===== src/rtl/div_pkg.sv =====
// Shared definitions for the sequential restoring divider: default width and FSM encoding.
package div_pkg;
   localparam int DIV_WIDTH = 4;

   typedef enum logic [1:0] {
      ST_IDLE = 2'd0,
      ST_RUN  = 2'd1,
      ST_DONE = 2'd2
   } state_e;
endpackage


===== src/rtl/div_step.sv =====
// One restoring-division step: shift in the next dividend bit, trial-subtract, select.
module div_step
   import div_pkg::*;
#(
   parameter int WIDTH = DIV_WIDTH
) (
   input  logic [WIDTH-1:0] rem_in,
   input  logic             bit_in,
   input  logic [WIDTH-1:0] divisor,
   output logic [WIDTH-1:0] rem_out,
   output logic             q_bit
);
   logic [WIDTH:0] shifted;
   logic [WIDTH:0] trial;

   // rem_in < divisor keeps the difference within WIDTH bits, so the top bit is the sign.
   always_comb begin
      shifted = {rem_in, bit_in};
      trial   = shifted - {1'b0, divisor};
      q_bit   = ~trial[WIDTH];
      rem_out = q_bit ? trial[WIDTH-1:0] : shifted[WIDTH-1:0];
   end
endmodule


===== src/rtl/div_seq.sv =====
// Sequential unsigned divider: 2*WIDTH-bit dividend by WIDTH-bit divisor, one quotient bit per clock.
module div_seq
   import div_pkg::*;
#(
   parameter int WIDTH = DIV_WIDTH
) (
   input  logic               clk,
   input  logic               rst_n,
   input  logic               start,
   input  logic [2*WIDTH-1:0] dividend,
   input  logic [WIDTH-1:0]   divisor,
   output logic               busy,
   output logic               done,
   output logic [2*WIDTH-1:0] quotient,
   output logic [WIDTH-1:0]   remainder,
   output logic               div_by_zero,
   output state_e             dbg_state
);
   localparam int CW = $clog2(2*WIDTH) + 1;
   localparam logic [CW-1:0] CNT_FULL = CW'(2*WIDTH);
   localparam logic [CW-1:0] CNT_ONE  = CW'(1);

   state_e               state_q, state_d;
   logic [CW-1:0]        cnt_q, cnt_d;
   logic [2*WIDTH-1:0]   dvd_q, dvd_d;
   logic [WIDTH-1:0]     dvs_q, dvs_d;
   logic [WIDTH-1:0]     rem_q, rem_d;
   logic                 dbz_q, dbz_d;
   logic                 accept;
   logic [WIDTH-1:0]     step_rem;
   logic                 step_bit;

   // Quotient bits shift into the dividend register as dividend bits shift out.
   div_step #(.WIDTH(WIDTH)) u_step (
      .rem_in  (rem_q),
      .bit_in  (dvd_q[2*WIDTH-1]),
      .divisor (dvs_q),
      .rem_out (step_rem),
      .q_bit   (step_bit)
   );

   assign accept = start && (state_q != ST_RUN);

   always_ff @(posedge clk or negedge rst_n) begin
      if (!rst_n) begin
         state_q <= ST_IDLE;
      end else begin
         state_q <= state_d;
      end
   end

   always_comb begin
      state_d = state_q;
      case (state_q)
         ST_IDLE: if (start) state_d = ST_RUN;
         ST_RUN:  if (cnt_q == CNT_ONE) state_d = ST_DONE;
         ST_DONE: state_d = start ? ST_RUN : ST_IDLE;
         default: state_d = ST_IDLE;
      endcase
   end

   always_comb begin
      busy      = (state_q == ST_RUN);
      done      = (state_q == ST_DONE);
      dbg_state = state_q;
   end

   // A zero divisor spends a single RUN cycle that forces the saturated result.
   always_comb begin
      cnt_d = cnt_q;
      dvd_d = dvd_q;
      dvs_d = dvs_q;
      rem_d = rem_q;
      dbz_d = dbz_q;
      if (accept) begin
         dvd_d = dividend;
         dvs_d = divisor;
         rem_d = '0;
         dbz_d = (divisor == '0);
         cnt_d = (divisor == '0) ? CNT_ONE : CNT_FULL;
      end else if (state_q == ST_RUN) begin
         cnt_d = cnt_q - CNT_ONE;
         if (dbz_q) begin
            dvd_d = '1;
            rem_d = '0;
         end else begin
            dvd_d = {dvd_q[2*WIDTH-2:0], step_bit};
            rem_d = step_rem;
         end
      end
   end

   always_ff @(posedge clk or negedge rst_n) begin
      if (!rst_n) begin
         cnt_q <= '0;
         dvd_q <= '0;
         dvs_q <= '0;
         rem_q <= '0;
         dbz_q <= 1'b0;
      end else begin
         cnt_q <= cnt_d;
         dvd_q <= dvd_d;
         dvs_q <= dvs_d;
         rem_q <= rem_d;
         dbz_q <= dbz_d;
      end
   end

   assign quotient    = dvd_q;
   assign remainder   = rem_q;
   assign div_by_zero = dbz_q;
endmodule

===== config.mk =====
export PLATFORM = sky130hd
export DESIGN_NAME = div_seq
export DESIGN_NICKNAME = d
export VERILOG_FILES = /design/src/rtl/div_pkg.sv /design/src/rtl/div_step.sv /design/src/rtl/div_seq.sv
export SDC_FILE = /design/constraint.sdc
export NUM_CORES = 1
export LEC_CHECK = 0
export BUFFER_PORTS_ARGS = -buffer_cell sky130_fd_sc_hd__buf_2
export CORE_AREA = 2 2 86 71
export CTS_CLUSTER_SIZE = 40
export DETAILED_ROUTE_END_ITERATION = 10
export DIE_AREA = 0 0 88 73
export PLACE_DENSITY_LB_ADDON = 0.1
export SLEW_MARGIN = 20
export SYNTH_ARGS = -nofsm -noshare
export SYNTH_HDL_FRONTEND = slang
export SYNTH_SLANG_ARGS = --single-unit

===== constraint.sdc =====
create_clock -name clk -period 2.43 [get_ports clk]
set_clock_uncertainty 0.2 [all_clocks]
set_input_delay 0.1215 -clock clk [delete_from_list [all_inputs] [get_ports clk]]
set_output_delay 0.1215 -clock clk [all_outputs]
set_load 0.01 [all_outputs]

# == Word level (Yosys, flattened, before mapping) ==
# Index checks and enable logic that the tools add are counted.
# op_classes
n_addsub,2
n_eq_ne,6
n_reduce_logical,5
bitwise,1
muxes,14
# ops
cell,n
two-way mux 4 bit,7
two-way mux 8 bit,3
one-hot mux 2 bit (3 select lines),1
subtractor 5 x 4 -> 5 bit,1
"== test 4 x 1 -> 1 bit, second input constant",1
zero test 4 bit,1
two-way mux 2 bit,2
"inequality test 2 x 1 -> 1 bit, second input constant",2
"subtractor 4 x 1 -> 4 bit, second input constant",1
"== test 2 x 1 -> 1 bit, second input constant",1
"== test 2 bit, second input constant",1
zero test 2 bit,1
"inequality test 2 bit, second input constant",1
AND reduction 2 bit,1
nonzero test 2 bit,1
logical AND 1 bit,1
two-way mux 1 bit,1
inverter 1 bit,1
# word_totals
regBits,23
wordCells,34

# == Logic depth before layout (Yosys ltp) ==
# Gate-level depths: netlist (run 1).
# depth
ltp_word,5
depth_mapped,8
mapped_depth_nobuf,8

# == Modules after synthesis ==
# Synthesis (run 1) repeated with hierarchy kept, for this count alone.
# unflattened
cells_unflattened,116
hier_area_um2,1261.2
# by_module_without_submodules
mod,area_per_inst_um2,cells_per_inst,n_inst
div_seq,1057.3,92,1
div_step,203.9,24,1

# == Worst setup path after synthesis (run 1) ==
# No wires, ideal clock.
# synth_path
path_type,register to register
start,register dvd_q[7] (netlist: quotient[7])
end,register rem_q[3] (netlist: remainder[3])
path_stages_with_launch,9
arrival_ns,1.764
required_time_ns,2.099
slack_ns,0.334
n_path_buf,0
path_cell_list,dfrtp_1 > inv_1 > ha_1 > inv_1 > fa_1 > a211o_1 > and4_1 > a221oi_2 > o31ai_1
# synth_between
elab_chain_cells,5
# synth_lines
item,line,source
start: declaration,div_seq.sv:25,"logic [2*WIDTH-1:0] dvd_q, dvd_d;"
start signal: assignment,div_seq.sv:102,dvd_q <= dvd_d;
subtractor 5 x 4 -> 5 bit,div_step.sv:19,"trial = shifted - {1'b0, divisor};"
two-way mux 4 bit,div_step.sv:21,rem_out = q_bit ? trial[WIDTH-1:0] : shifted[WIDTH-1:0];
two-way mux 4 bit,div_seq.sv:83,if (dbz_q) begin
two-way mux 4 bit,div_seq.sv:81,end else if (state_q == ST_RUN) begin
two-way mux 4 bit,div_seq.sv:75,if (accept) begin
end signal: assignment,div_seq.sv:104,rem_q <= rem_d;
end: declaration,div_seq.sv:27,"logic [WIDTH-1:0] rem_q, rem_d;"
# Every way passes these cells. The select of a mux whose other input is x is not followed.
# A chain may end at the register's enable or synchronous reset.

# == Worst setup path in the final report (run 1) ==
# layout_path
start,register dvd_q[7] (netlist: quotient[7])
end,register rem_q[2] (netlist: remainder[2])
# Same word-level chain as after synthesis.

==> results of run 1 <==
-- worst min-delay path, stage by stage --
cell	delay [ps]
buf_2	210
inv_1	90
o22ai_1	70
-- area by class of cell --
| type | count | area [um2] | share of cell area [%] |
|---|---|---|---|
| Timing Repair Buffer | 46 | 300 | 17.0 |
| Clock buffer | 4 | 45.0 | 2.54 |
| Sequential cell | 23 | 576 | 32.5 |
| Tap cell | 81 | 101 | 5.72 |
| Multi-Input combinational cell | 98 | 713 | 40.3 |
| Inverter | 9 | 35.0 | 1.98 |
-- placed cells by master, fill, tap and decap left out, drive strengths merged, types with 2 or more instances in the layout --
cell type,n
buf,33
dfrtp,23
dlygate4sd3,13
a21oi,11
nand2,10
nor3,9
inv,8
nor2,8
mux2i,7
ha,6
o21ai,5
mux2,4
nand4,4
clkbuf,4
nor2b,3
a21o,2
a211o,2
and2,2
and3,2
a211oi,2
nor3b,2
-- worst paths after layout --
path	end	slack (ps)
worst max-delay path	remainder[2]$_DFFE_PN0P_	200
worst max register to register	remainder[2]$_DFFE_PN0P_	200
worst min-delay path	dbg_state[0]$_DFFE_PN0P_	60
max in group asynchronous	quotient[7]$_DFFE_PN0P_	1490
worst min register to register	cnt_q[1]$_DFFE_PN0P_	320
min in group asynchronous	quotient[2]$_DFFE_PN0P_	170
-- metrics by stage --
step	utilization (%)	std cells	cell area [um2]
CTS	31.3	261	1770
global route	31.3	261	1770
floorplan	-	136	1360
finish	31.3	261	1770
detailed placement	28.2	244	1600
global placement	28.2	244	1600
-- routing by layer --
layer / vias to the layer above / GRT usage (%)
met1: 559 / 16.2
li1: 579 / -
met4: 0 / 2.56
met2: 19 / 16.7
met5: - / 0
met3: 2 / 3.05
-- state kept, by name (all words and copies together) (netlist names) --
name / cells
remainder: 4
dbg_state: 2
quotient: 8
dvs_q: 4
cnt_q: 4
div_by_zero: 1
-- power breakdown --
part / switching [mW] / internal [mW] / total (mW)
Clock: 0.137 / 0.117 / 0.254
Combinational: 0.761 / 0.631 / 1.39
Sequential: 0.169 / 0.569 / 0.739
-- kinds of logic after synthesis --
kind of cell	after synthesis	synth area share, %
AND/OR/NAND/NOR	47	19.8
multiplexers	11	8.46
buffers and inverters	15	5.24
AO/OA/AOI/OAI	31	15.9
flip-flops	23	42.3
adder cells (fa/ha/maj)	7	6.99
XOR/XNOR	2	1.29
==> results by group, run 1 <==
Logic synthesis
  • Synth top cells by count: dfrtp_1 (23), a21oi_1 (11), nand2_1 (10)
  • Cell variety after synth: 46
  • Top_reg_cell synth: dfrtp_1
  • Yosys reg bits: 23
  • Cell Area, Synth: 0.00136 mm2
  • Post-synth net total: 158
  • Number of synthesized flops with an enable pin: 0
  • Ys async rst share: 100%
  • Post-synthesis sequential area ratio: 42.3%
  • Cells after Synth: 136
  • Synth area leader: dfrtp_1
  • Top cell type's share of synthesized area: 42.3%
  • Syn avg cell area: 10.0 um2
  • Area contributors post-synth: dfrtp_1 (42%), ha_1 (5.5%), mux2i_1 (5.2%)
  • Warnings, synthesis: 0
  • Most numerous cell in the Yosys netlist: dfrtp_1

Critical path
  • Worst R2R Start: quotient[7]$_DFFE_PN0P_
  • CP Launch Type: flip-flop
  • R2R cell count: 8
  • Data required, critical path: 2400 ps
  • Buf/Inv on CP: 2
  • WP depth: 8
  • WS Path Type: reg2reg
  • Critical Path Source: quotient[7]$_DFFE_PN0P_
  • CP Capture Type: flip-flop
  • Critical path, cell by cell: inv_1 -> ha_1 -> inv_1 -> fa_1 -> a211o_1 -> nand2_1 -> a21oi_1 -> o41ai_2
  • Slowest-stage cell, CP: fa_1
  • Top delay family on crit path: compound AO/OA/AOI/OAI gates
  • CP arrival: 2200 ps
  • Cell mode on critical path: inv_1
  • Largest stage delay, worst path: 430 ps
  • Max FO, Critical Path: 4

Floorplan
  • Top-level I/O count: 32
  • Initial core utilization: 24.0%
  • Die Width: 88 um
  • Core ar.: 0.00566 mm2
  • Core Rows: 25
  • Die height: 73 um
  • Die area: 0.00642 mm2

Hold path
  • Hold depth: 3
  • HP Class: in2reg
  • Hold path start: start

Clocking
  • # H-tree levels: 1
  • CTS Hold Bufs: 13
  • Clock Latency Late Sink: 270 ps
  • CTS clk-pin slew, worst paths: 90 ps
  • Root buffer cell: clkbuf_8
  • TritonCTS clock tree: yes
  • TritonCTS buffer count: 3
  • Max Root-Sink Buffers: 2
  • Post_cts resized: 0
  • CTS Sinks: 23
  • Setup Buffers After CTS: 0

Power and ir drop
  • Leakage power total: 0.827 nW
  • Cell Pwr Density: 1350 mW/mm2
  • VDD IR max: 0.000391 V
  • Power, Total: 2.38 mW

Global routing
  • Largest net degree at the start of global routing: 24
  • Vias in the first global route: 1089
  • Overall Global Routing Usage: 11.2%
  • First-pass GRT wire length: 5.44 mm
  • Initial antenna violation count: 0
  • Total gr overflow: 0

Finish
  • Synthesis-to-layout area growth: 30.2%
  • Filler cells: 616
  • Ant diodes: 0
  • Share of cells above drive strength 1: 26.7%
  • Post-layout net count: 203

Detailed routing
  • Total length of routed wires: 3.37 mm
  • Routed wire length on met3: 117 um
  • Pre-antenna DRT Iters: 4
  • DR vias: 1159
  • Residual DRC: 0
  • Vias per inst: 4.44
  • Top Metal Used: met4
  • Final antenna-violating net count: 0
  • 1st-iter DRT viols: 37
  • Routed met2 length: 1.46 mm
  • Routed length per instance: 12.9 um
  • Wire length on met1: 1.77 mm

STA
  • Slew headroom: 62.7%
  • Hold Slack: 64.5 ps
  • Tightest Pin Transition: 559 ps
  • Final worst slack: 198 ps
  • RSZ-0062 raised after global routing: no
  • Slew Limit Fails: 0
  • Peak Freq: 448 MHz
  • Setup TNS: 0 ps
  • Final period demand of the worst path: 2230 ps
  • Crit share post-route: 91.8%
  • Final setup viols: 0
  • Final hold viol count: 0

Placed design
  • Port bufs: 31
  • Gpl congestion: 0.741
  • DP Worst Slack: 222 ps
  • HPWL after DPL: 2.44 mm

Job
  • Maxcap violations: 0

Outcome
  • Status: complete, no violations
(Power assumes the default switching activity.)
==> inputs of run 2 (changes only) <==
==> constraint.sdc (replaced) <==
create_clock -name clk -period 2.43 [get_ports clk]
set_clock_uncertainty 0.2 [all_clocks]
set_input_delay 0.3645 -clock clk [delete_from_list [all_inputs] [get_ports clk]]
set_output_delay 0.3645 -clock clk [all_outputs]
set_load 0.01 [all_outputs]
==> results by group, run 2 (synthesized netlist as in run 1, its figures left out) <==
STA
  • Setup TNS: 0 ps (unchanged)
  • Final worst slack: 197 ps (-1.71 ps)
  • Final period demand of the worst path: 2230 ps (+1.71 ps)
  • Final hold viol count: 0 (unchanged)
  • RSZ-0062 raised after global routing: no
  • Slew headroom: 62.9% (+0.16 points)
  • Peak Freq: 448 MHz (about the same)
  • Slew Limit Fails: 0 (unchanged)
  • Hold Slack: 132 ps (+67.5 ps)
  • Final setup viols: 0 (unchanged)
  • Crit share post-route: 91.9% (about the same)
  • Tightest Pin Transition: 557 ps (-2.37 ps)

Detailed routing
  • 1st-iter DRT viols: 44 (+19%)
  • Final antenna-violating net count: 0 (unchanged)
  • Total length of routed wires: 3.28 mm (-2.9%)
  • DR vias: 1123 (-3.1%)
  • Residual DRC: 0 (unchanged)
  • Pre-antenna DRT Iters: 4 (unchanged)
  • Vias per inst: 4.51 (+1.6%)
  • Routed length per instance: 13.2 um (+1.8%)

Placed design
  • Gpl congestion: 0.741 (unchanged)
  • Port bufs: 31 (unchanged)
  • Area after DPL: 0.00160 mm2 (unchanged)
  • DP Worst Slack: 222 ps (unchanged)
  • HPWL after DPL: 2.44 mm (unchanged)

Global routing
  • Overall Global Routing Usage: 10.8% (-0.43 points)
  • First-pass GRT wire length: 5.22 mm (-3.9%)
  • GR peak layer: met1
  • Met3 usage: 3.28% (+0.23 points)
  • Total gr overflow: 0 (unchanged)
  • Vias in the first global route: 1033 (-5.1%)
  • Met2 Use GR: 15.5% (-1.2 points)
  • Met1 Use GR: 15.8% (-0.42 points)
  • Largest net degree at the start of global routing: 24 (unchanged)
  • Initial antenna violation count: 0 (unchanged)

Critical path
  • Max FO, Critical Path: 4 (unchanged)
  • Data required, critical path: 2400 ps (about the same)
  • CP arrival: 2200 ps (about the same)
  • CP Launch Type: flip-flop
  • WS Path Type: reg2reg
  • CP Capture Type: flip-flop

Finish
  • Final instance area: 0.00165 mm2 (-6.8%)
  • Commonest cells after routing, fill and taps aside: buf_2 (31), dfrtp_1 (23), a21oi_1 (11)
  • Ant diodes: 0 (unchanged)
  • Post-layout net count: 191 (-5.9%)
  • Filler cells: 623 (+1.1%)
  • Commonest non-fill, non-tap cell in the layout: buf_2
  • Synthesis-to-layout area growth: 21.3%
  • Final Util: 29.1% (-2.1 points)
  • Share of cells above drive strength 1: 28.6% (+1.9 points)
  • Largest register FFs: 8 (unchanged)

Clocking
  • CTS Sinks: 23 (unchanged)
  • Post_cts resized: 0 (unchanged)
  • CTS clk-pin slew, worst paths: 90 ps (about the same)
  • Clock Latency Late Sink: 270 ps (about the same)
  • TritonCTS clock tree: yes
  • Setup Buffers After CTS: 0 (unchanged)
  • TritonCTS buffer count: 3 (unchanged)
  • Root buffer cell: clkbuf_8
  • Max Root-Sink Buffers: 2 (unchanged)
  • # H-tree levels: 1 (unchanged)

Job
  • Maxcap violations: 0 (unchanged)

Floorplan
  • Core ar.: 0.00566 mm2 (unchanged)
  • Die height: 73 um (unchanged)
  • Core Rows: 25 (unchanged)
  • Initial core utilization: 24.0% (unchanged)
  • Die area: 0.00642 mm2 (unchanged)
  • Die Width: 88 um (unchanged)
  • Top-level I/O count: 32 (unchanged)

Outcome
  • Status: complete, no violations

Power and ir drop
  • Leakage power total: 0.777 nW (-6.1%)
  • Cell Pwr Density: 1430 mW/mm2 (+6.5%)
  • VDD IR max: 0.000384 V (-1.9%)

Hold path
  • HP Class: in2reg
## run 2: layout make-up
class                      instances  area (um2)  area share (%)
sequential                        23         576            34.9
timing repair buffer              34         180            10.9
multi-input combinational         98         713            43.2
tap                               81         101            6.14
inverter                           9        35.0            2.12
clock buffer                       4        45.0            2.73
## run 2: worst max-delay path, stage by stage (launching register included)
cell	delay [ps]
dfrtp_1	410
inv_1	90
ha_1	140
inv_1	60
fa_1	430
a211o_1	310
nand2_1	120
a21oi_1	90
o41ai_2	280
## run 2: repair_timing
action                                  4_1_cts  5_1_grt
hold endpoints to repair                     23        0
endpoints found under the setup margin        0        0
hold buffers                                  1        0
## run 2: path summary, 6_finish.rpt
check,endpoint,cells past startpoint,startpoint,slack [ps]
setup / recovery,remainder[2]$_DFFE_PN0P_,8,quotient[7]$_DFFE_PN0P_,200
hold / removal,dvs_q[3]$_DFFE_PN0P_,2,divisor[3],130
setup reg to reg,remainder[2]$_DFFE_PN0P_,8,quotient[7]$_DFFE_PN0P_,200
hold reg to reg,cnt_q[1]$_DFFE_PN0P_,2,cnt_q[1]$_DFFE_PN0P_,310
max in group asynchronous,remainder[2]$_DFFE_PN0P_,2,rst_n,1250
min in group asynchronous,quotient[2]$_DFFE_PN0P_,2,rst_n,410
## run 2: per-stage QoR
stage,total power [mW],instances
3_3_place_gp,2.12,244
4_1_cts,2.40,249
3_5_place_dp,2.14,244
2_1_floorplan,1.77,136
6_report,2.37,249
5_1_grt,2.62,249
## run 2: layer usage
metal | routed length, um | vias up
li1 | - | 557
met1 | 1700 | 541
met2 | 1400 | 23
met3 | 154 | 2
met4 | 25 | 0
met5 | 0 | -
## run 2: where the power goes
part	switching (mW)	internal, mW	total (mW)
Combinational	0.759	0.618	1.38
Sequential	0.170	0.569	0.739
Clock	0.134	0.117	0.251
